`config.mk`:
```
export PLATFORM = sky130hd
export DESIGN_NAME = id_ex_stage
export DESIGN_NICKNAME = d
export VERILOG_FILES = /design/src/rtl/id_ex_stage.sv
export SDC_FILE = /design/constraint.sdc
export NUM_CORES = 1
export LEC_CHECK = 0
export CORE_MARGIN = 5
export CORE_UTILIZATION = 47
export DETAILED_ROUTE_END_ITERATION = 10
export PLACE_DENSITY = 0.86
export SLEW_MARGIN = 15
export SYNTH_ARGS = -nofsm -noshare
export SYNTH_HDL_FRONTEND = slang
export SYNTH_SLANG_ARGS = --single-unit
```
`constraint.sdc`:
```
create_clock -name clk -period 3 [get_ports clk]
set_input_delay 0.6 -clock clk [delete_from_list [all_inputs] [get_ports clk]]
set_output_delay 0.6 -clock clk [all_outputs]
set_load 0.02 [all_outputs]
```
`src/rtl/id_ex_stage.sv`:
```
// id_ex_stage: ID->EX pipeline register and EX-side ALU operand selector.
// Optional load-use interlock (one bubble plus write-back forwarding) is
// compiled in when IDEX_LOAD_USE_EN is defined; without it stall_id only
// mirrors ex_hold and wb_data has no effect.
//
// state     | meaning
// ----------+---------------------------------------------------------------
// ST_RUN    | normal flow; watches for a load in EX feeding the ID instruction
// ST_BUBBLE | bubble sits in EX, consumer is entering EX on this edge
// ST_LU_FWD | consumer in EX, matched operands take wb_data
module id_ex_stage #(
  parameter int XLEN = 32
) (
  input  logic            clk,
  input  logic            reset,
  input  logic            id_valid,
  input  logic [4:0]      id_rs1,
  input  logic [4:0]      id_rs2,
  input  logic [4:0]      id_rd,
  input  logic [XLEN-1:0] id_rs1_val,
  input  logic [XLEN-1:0] id_rs2_val,
  input  logic [XLEN-1:0] id_imm,
  input  logic            id_use_imm,
  input  logic [3:0]      id_alu_op,
  input  logic            id_is_load,
  input  logic            id_reg_write,
  input  logic            flush,
  input  logic            ex_hold,
  input  logic            fwd_rs1,
  input  logic            fwd_rs2,
  input  logic [XLEN-1:0] alu_result,
  input  logic [XLEN-1:0] wb_data,
  output logic            ex_valid,
  output logic [4:0]      ex_rs1,
  output logic [4:0]      ex_rs2,
  output logic [4:0]      ex_rd,
  output logic [XLEN-1:0] ex_op_a,
  output logic [XLEN-1:0] ex_op_b,
  output logic [3:0]      ex_alu_op,
  output logic            ex_is_load,
  output logic            ex_reg_write,
  output logic            stall_id
);

  logic            ex_valid_q, ex_valid_d;
  logic [4:0]      ex_rs1_q, ex_rs1_d, ex_rs2_q, ex_rs2_d, ex_rd_q, ex_rd_d;
  logic [XLEN-1:0] rs1_val_q, rs1_val_d, rs2_val_q, rs2_val_d, imm_q, imm_d;
  logic            use_imm_q, use_imm_d;
  logic [3:0]      alu_op_q, alu_op_d;
  logic            is_load_q, is_load_d, reg_write_q, reg_write_d;
  logic [XLEN-1:0] last_result_q, last_result_d;

  logic bubble;
  logic lu_fwd_a, lu_fwd_b;

`ifdef IDEX_LOAD_USE_EN
  typedef enum logic [1:0] {ST_RUN, ST_BUBBLE, ST_LU_FWD} state_t;
  state_t state_q, state_d;
  logic   lu_a_q, lu_a_d, lu_b_q, lu_b_d;

  // Load in EX whose rd is read by the instruction waiting in ID.
  assign bubble = (state_q == ST_RUN) && id_valid && ex_valid_q && is_load_q &&
                  (ex_rd_q != 5'd0) && ((id_rs1 == ex_rd_q) || (id_rs2 == ex_rd_q)) &&
                  !flush && !ex_hold;

  // Next-state logic; flush always returns to RUN, hold freezes everything.
  always_comb begin
    state_d = state_q;
    lu_a_d  = lu_a_q;
    lu_b_d  = lu_b_q;
    if (flush) begin
      state_d = ST_RUN;
    end else if (!ex_hold) begin
      unique case (state_q)
        ST_RUN: begin
          if (bubble) begin
            state_d = ST_BUBBLE;
            lu_a_d  = (id_rs1 == ex_rd_q);
            lu_b_d  = (id_rs2 == ex_rd_q);
          end
        end
        ST_BUBBLE: state_d = ST_LU_FWD;
        ST_LU_FWD: state_d = ST_RUN;
        default:   state_d = ST_RUN;
      endcase
    end
  end

  // Interlock state and captured operand matches.
  always_ff @(posedge clk or negedge reset) begin
    if (!reset) begin
      state_q <= ST_RUN;
      lu_a_q  <= 1'b0;
      lu_b_q  <= 1'b0;
    end else begin
      state_q <= state_d;
      lu_a_q  <= lu_a_d;
      lu_b_q  <= lu_b_d;
    end
  end

  assign lu_fwd_a = (state_q == ST_LU_FWD) && lu_a_q;
  assign lu_fwd_b = (state_q == ST_LU_FWD) && lu_b_q;
`else
  assign bubble   = 1'b0;
  assign lu_fwd_a = 1'b0;
  assign lu_fwd_b = 1'b0;
`endif

  // EX register update: flush, then hold, then bubble, then normal load.
  always_comb begin
    ex_valid_d  = ex_valid_q;
    ex_rs1_d    = ex_rs1_q;
    ex_rs2_d    = ex_rs2_q;
    ex_rd_d     = ex_rd_q;
    rs1_val_d   = rs1_val_q;
    rs2_val_d   = rs2_val_q;
    imm_d       = imm_q;
    use_imm_d   = use_imm_q;
    alu_op_d    = alu_op_q;
    is_load_d   = is_load_q;
    reg_write_d = reg_write_q;
    if (flush) begin
      ex_valid_d = 1'b0;
    end else if (ex_hold) begin
      ex_valid_d = ex_valid_q;
    end else if (bubble) begin
      ex_valid_d  = 1'b0;
      ex_rd_d     = 5'd0;
      reg_write_d = 1'b0;
    end else begin
      ex_valid_d  = id_valid;
      ex_rs1_d    = id_rs1;
      ex_rs2_d    = id_rs2;
      ex_rd_d     = id_rd;
      rs1_val_d   = id_rs1_val;
      rs2_val_d   = id_rs2_val;
      imm_d       = id_imm;
      use_imm_d   = id_use_imm;
      alu_op_d    = id_alu_op;
      is_load_d   = id_is_load;
      reg_write_d = id_reg_write;
    end
  end

  // Previous ALU result, kept for register forwarding.
  always_comb begin
    last_result_d = last_result_q;
    if (!ex_hold && ex_valid_q) last_result_d = alu_result;
  end

  // EX pipeline register.
  always_ff @(posedge clk or negedge reset) begin
    if (!reset) begin
      ex_valid_q    <= 1'b0;
      ex_rs1_q      <= 5'd0;
      ex_rs2_q      <= 5'd0;
      ex_rd_q       <= 5'd0;
      rs1_val_q     <= '0;
      rs2_val_q     <= '0;
      imm_q         <= '0;
      use_imm_q     <= 1'b0;
      alu_op_q      <= 4'd0;
      is_load_q     <= 1'b0;
      reg_write_q   <= 1'b0;
      last_result_q <= '0;
    end else begin
      ex_valid_q    <= ex_valid_d;
      ex_rs1_q      <= ex_rs1_d;
      ex_rs2_q      <= ex_rs2_d;
      ex_rd_q       <= ex_rd_d;
      rs1_val_q     <= rs1_val_d;
      rs2_val_q     <= rs2_val_d;
      imm_q         <= imm_d;
      use_imm_q     <= use_imm_d;
      alu_op_q      <= alu_op_d;
      is_load_q     <= is_load_d;
      reg_write_q   <= reg_write_d;
      last_result_q <= last_result_d;
    end
  end

  // Operand A: x0 guard, then ALU forward, then load-use forward, then RF value.
  always_comb begin
    if (ex_rs1_q == 5'd0)  ex_op_a = '0;
    else if (fwd_rs1)      ex_op_a = last_result_q;
    else if (lu_fwd_a)     ex_op_a = wb_data;
    else                   ex_op_a = rs1_val_q;
  end

  // Operand B: immediate overrides the register chain.
  always_comb begin
    if (use_imm_q)              ex_op_b = imm_q;
    else if (ex_rs2_q == 5'd0)  ex_op_b = '0;
    else if (fwd_rs2)           ex_op_b = last_result_q;
    else if (lu_fwd_b)          ex_op_b = wb_data;
    else                        ex_op_b = rs2_val_q;
  end

  assign stall_id     = reset && (ex_hold || bubble);
  assign ex_valid     = ex_valid_q;
  assign ex_rs1       = ex_rs1_q;
  assign ex_rs2       = ex_rs2_q;
  assign ex_rd        = ex_rd_q;
  assign ex_alu_op    = alu_op_q;
  assign ex_is_load   = is_load_q;
  assign ex_reg_write = reg_write_q;

endmodule

```
==> results.ini, run 1 <==
[clock_tree]
clkSlewWorstSetupHoldPaths_ns = 0.06
numClockSinks = 151
cts_hold_buf = 0
cts-root-buf = clkbuf_16
cts.path.max_buffers = 2
cts_tree = done
insertion_delay_ns = 0.42
numCtsBuffers = 17
post_cts.repair.setup_buffers = 0
htreeDepth = 4

[global_routing]
antenna_found_initial = 0
grt_pass1_vias = 5533
grt_usage_pct = 22.2
grt_start_max_net_pins = 152
grt_pass1_wl_mm = 28.7
grt_overflow_total = 0

[die]
rows = 44
dieArea_um2 = 17000
ios = 276
fp.coreArea_um2 = 14400
start_util_pct = 47.3
die_width_um = 130
die_y_um = 130

[layout]
num_antenna_cells = 0
drive_above_1_share_pct = 27.0
final_area_um2 = 10100
final_nets = 935
syn2layout_area_growth_pct = 47.9

[power]
p_per_area_nw_per_um2 = 673
leakage_nw = 4.50
ir_drop_v = 0.000377
total_power_mw = 6.76

[routing]
vias = 4946
drtAntennaViolNets = 0
drc = 0
drtPass1Iterations = 4
wirelength_mm = 18.8
wl_per_cell_um = 19.9
drtIter0Drc = 192
vias_per_cell = 5.24

[sta]
slew_headroom_pct = 47.8
skew_ns = 0.00653
finalSetupViolations = 0
finalMaxSlewViolations = 0
fin_crit_sh_pct = 95.0
hold_viol_final = 0
clock.fmax_mhz = 351
min_period_ns = 2.85
hold_slack_ns = 0.322
setup_tns_ns = 0
tightestPinTransition_ns = 0.784
rsz0062_at_grt = no

[worst_setup_path]
required_ns = 2.40
arrival_ns = 2.25
crit_fanout = 19
crit_start = ex_rs2[2]
worstSetupEndpointType = primary output
regToRegStartpoint = ex_valid
critPathLaunchType = flip-flop
criticalPathCategory = flip-flop to primary output

[synthesis]
yosysUniqueCellTypes = 20
muxShareOfSynthArea_pct = 34.4
synth_top_family_by_area = multiplexers
ys_ff_latch = 151
netlist_instances = 504
synth_xor_area_share_pct = 0
avgSynthCellArea_um2 = 13.5
ys_seq_area_share_pct = 55.6
synth-compound-area-share_pct = 2.91
synth_area_um2 = 6800
yosys_warnings = 0
synth_nets = 693
synth_adder_area_share_pct = 0
yosys.area_share.simple_pct = 4.30

[placed_design]
placed_area_um2 = 9420
gp_congestion = 0.816
portBuffers = 243
hpwl_mm = 12.9

[status]
status = finished clean

[run]
maxCapViolations = 0

[min_path]
hold_path_class = input port to async pin

[where the power goes]
part	switching [mW]	internal, mW	leakage (nW)
combinational	0.853	0.895	2.41
sequential	0.223	2.38	1.78
clock	0.832	1.58	0.312
total	1.91	4.86	4.50
[per-layer routing]
metal / track usage, % / wire (um)
met3: 8.80 / 1740
met2: 38.1 / 9540
met5: 0 / 0
met1: 24.6 / 7010
met4: 9.05 / 508
[cell families (layout without fill, tap and decap cells)]
| kind of cell | after synthesis | count (layout) |
|---|---|---|
| compound gates | 33 | 33 |
| buf+inv | 34 | 289 |
| flops | 151 | 151 |
| mux | 215 | 215 |
| simple gates | 71 | 71 |
[path summary, 6_finish.rpt]
check | end | slack (ns) | depth (start not counted)
min in group clk | ex_rd[1] | 0.50 | 1
hold / removal | ex_rs2[4] | 0.32 | 2
hold reg to reg | ex_rd[1] | 0.50 | 1
max in group asynchronous | last_result_q[18] | 2.12 | 2
setup / recovery | ex_op_b[8] | 0.15 | 5
setup reg to reg | last_result_q[13] | 1.52 | 3
[placed cells by master, fill, tap and decap left out]
cell,Yosys,layout
and2_1,1,1
buf_12,0,3
buf_2,19,2
buf_4,5,7
buf_6,3,5
bufinv_16,0,6
clkbuf_1,7,2
clkbuf_16,0,17
clkbuf_8,0,1
clkdlybuf4s50_1,0,176
clkinv_2,0,1
clkinv_4,0,1
clkinvlp_4,0,4
dfrtp_1,151,151
dlygate4sd2_1,0,55
dlymetal6s2s_1,0,9
mux2_1,2,2
mux2_2,148,148
mux2i_1,65,65
nand2_1,32,32
nor2_1,33,33
nor2_4,1,2
nor2b_4,0,1
o21ai_0,22,22
o21ai_1,5,5
o21ai_2,5,5
o21bai_4,1,1
or4_1,1,1
or4_4,1,1
[cell type report]
type / instances / area [um^2]
fillers: 983 / 4310
flip-flops and latches: 151 / 3780
multi-input cells: 319 / 2840
repair buffers: 257 / 2530
clock buffers: 20 / 447
well taps: 184 / 230
clock inverters: 12 / 224
[critical path, cell delays in order (launching register included)]
cell           delay (ns)
dfrtp_1              0.40
or4_4                0.56
o21bai_4             0.15
buf_6                0.21
o21ai_0              0.15
dlygate4sd2_1        0.34
[sequential cells by signal, summed over array words and instances (netlist names)]
signal         count
ex_alu_op          4
ex_is_load         1
ex_rd              5
ex_reg_write       1
ex_rs1             5
ex_rs2             5
ex_valid           1
imm_q             32
last_result_q     32
rs1_val_q         32
rs2_val_q         32
use_imm_q          1
[synthesized netlist by cell type]
cell type	instances	share of area [%]
buf_2	19	1.4
mux2i_1	65	9.6
nor2_2	1	0.092
or4_4	1	0.17
o21ai_1	5	0.37
buf_4	5	0.55
or4_1	1	0.11
o21ai_2	5	0.64
mux2_2	148	25
nor2b_1	1	0.092
dfrtp_1	151	56
nor2_1	33	1.8
o21ai_0	22	1.6
mux2_1	2	0.33
buf_6	3	0.50
nand2_1	32	1.8
o21bai_4	1	0.28
and2_1	1	0.092
nor2_4	1	0.17
clkbuf_1	7	0.39
[through the flow]
stage / worst slack, ns / cells / util (%)
after global placement: 0.327 / 911 / 65.5
after floorplan: 0.753 / 504 / -
after detailed placement: 0.280 / 911 / 65.5
after CTS: 0.000991 / 943 / 69.8
after global routing: 0.0605 / 943 / 70.0
final: 0.150 / 943 / 70.0
[repair_timing]
item                       CTS  global route
setup endpoints to repair   64             9
gates resized for setup     59             9
cloned                       0             0
Note: power is estimated with default switching activity, not from simulation.
==> run 2: changes to the inputs <==
--- a/config.mk
+++ b/config.mk
@@ -10,6 +10,7 @@
 export DETAILED_ROUTE_END_ITERATION = 10
 export PLACE_DENSITY = 0.86
-export SLEW_MARGIN = 15
+export SLEW_MARGIN = 20
 export SYNTH_ARGS = -nofsm -noshare
 export SYNTH_HDL_FRONTEND = slang
 export SYNTH_SLANG_ARGS = --single-unit
+export TNS_END_PERCENT = 1
==> constraint.sdc (replaced) <==
create_clock -name clk -period 3 [get_ports clk]
set_input_delay 0.75 -clock clk [delete_from_list [all_inputs] [get_ports clk]]
set_output_delay 0.75 -clock clk [all_outputs]
set_load 0.02 [all_outputs]
==> results.ini, run 2 (synthesis results as in run 1) <==
[status]
status = finished clean

[global_routing]
antenna_found_initial = 0
grt_overflow_total = 0
grt_pass1_wl_mm = 29.5
grt_start_max_net_pins = 152
grt_usage_pct = 22.9
grt_pass1_vias = 5650

[worst_setup_path]
cp_slowest_cell = or4_4
required_ns = 2.25
crit_family = simple AND/OR/NAND/NOR gates
critPathLaunchType = flip-flop
crit_fanout = 19
path_cells = or4_4 > o21bai_4 > buf_12 > o21ai_0 > dlygate4sd2_1
arrival_ns = 2.21
slowest_delay_ns = 0.54
worstSetupEndpointType = primary output
path_buf_inv = 2
criticalPathCategory = flip-flop to primary output

[routing]
drtAntennaViolNets = 0
wl_per_cell_um = 20.0
vias_per_cell = 5.23
drtPass1Iterations = 4
vias = 4945
drc = 0
wirelength_mm = 18.9
drtIter0Drc = 168

[sta]
finalMaxSlewViolations = 0
setup_tns_ns = 0
hold_viol_final = 0
clock.fmax_mhz = 338
tightestPinTransition_ns = 0.807
slew_headroom_pct = 46.2
min_period_ns = 2.96
worst_slack_ns = 0.0392
rsz0062_at_grt = yes
fin_crit_sh_pct = 98.7
skew_ns = 0.00522
finalSetupViolations = 0

[power]
p_per_area_nw_per_um2 = 648
leakage_nw = 4.41
ir_drop_v = 0.000423

[layout]
final_nets = 939
drive_above_1_share_pct = 27.9
final_area_um2 = 10000
final_cell_mix = 176 x clkdlybuf4s50_1, 151 x dfrtp_1, 148 x mux2_2
layout_commonest_cell = clkdlybuf4s50_1
syn2layout_area_growth_pct = 47.6
num_antenna_cells = 0
nFillCells = 982

[die]
die_y_um = 130
ios = 276
dieArea_um2 = 17000
fp.coreArea_um2 = 14400
die_width_um = 130
start_util_pct = 47.3
rows = 44

[clock_tree]
cts.path.max_buffers = 2
cts-root-buf = clkbuf_16
clkSlewWorstSetupHoldPaths_ns = 0.06
cts_tree = done
numCtsBuffers = 17
numClockSinks = 151
htreeDepth = 4
insertion_delay_ns = 0.42
cts_hold_buf = 0

[placed_design]
portBuffers = 243
hpwl_mm = 13.5
gp_congestion = 0.824
pre_cts_ws_ns = 0.0558
placed_area_um2 = 9520

[run]
maxCapViolations = 0

[min_path]
hold_path_class = input port to async pin

-- run 2: changes by cell type in the layout (fill, tap and decap cells not counted) --
| cell | delta |
|---|---|
| clkbuf_8 | +1 |
| clkbuf_2 | +5 |
| dlygate4sd2_1 | -12 |
| buf_4 | +1 |
| buf_8 | +1 |
| clkdlybuf4s15_1 | +16 |
| clkinvlp_4 | -3 |
| bufinv_16 | -3 |
| buf_6 | -4 |
| buf_12 | +6 |
| clkinv_2 | +3 |
| dlymetal6s2s_1 | -9 |
-- run 2: layout make-up --
type	count	area, um^2	share of cell area [%]
timing repair buffer	261	2600	25.9
sequential	151	3780	37.6
clock inverter	9	126	1.26
clock buffer	21	460	4.59
tap	184	230	2.29
multi-input combinational	319	2840	28.3
-- run 2: path summary, 6_finish.rpt --
kind / cells after the start / start / slack [ns] / to
setup / recovery: 5 / ex_rs2[4] / 0.04 / ex_op_b[11]
hold / removal: 2 / reset / 0.45 / ex_alu_op[0]
setup reg to reg: 3 / ex_valid / 1.65 / last_result_q[14]
hold reg to reg: 1 / imm_q[16] / 0.51 / imm_q[16]
max in group asynchronous: 2 / reset / 1.94 / rs1_val_q[25]
min in group clk: 1 / imm_q[16] / 0.51 / imm_q[16]
-- run 2: power by group --
group / total (mW) / internal [mW] / switching, mW
Combinational: 1.77 / 0.907 / 0.864
Clock: 2.13 / 1.34 / 0.797
Sequential: 2.60 / 2.38 / 0.223
Total: 6.51 / 4.63 / 1.88
-- run 2: repair_timing --
item / in CTS / in global routing
setup endpoints to repair: 64 / 23
resized for setup: 69 / 28
pin swaps: 0 / 0
buffers inserted: 0 / 0
-- run 2: stage by stage --
step / util [%] / total power [mW] / std cells / hold slack [ns]
floorplan: - / 3.57 / 504 / 0.454
global placement: 66.3 / 4.48 / 915 / 0.488
detailed placement: 66.3 / 4.56 / 915 / 0.495
CTS: 69.9 / 6.57 / 945 / 0.508
global route: 69.9 / 6.83 / 945 / 0.513
finish: 69.9 / 6.51 / 945 / 0.450
-- run 2: metal layers --
metal	track usage, %	wire length [um]	vias up
met5	0	0	-
met4	8.74	465	0
met3	7.33	1450	31
met2	39.1	9660	182
met1	26.9	7360	2472
li1	-	-	2260
==> run 3: changes to the inputs <==
SLEW_MARGIN = 10   (was 20)
==> results of run 3 <==
No change in the layout: final DEF, timing and power equal those of run 2.
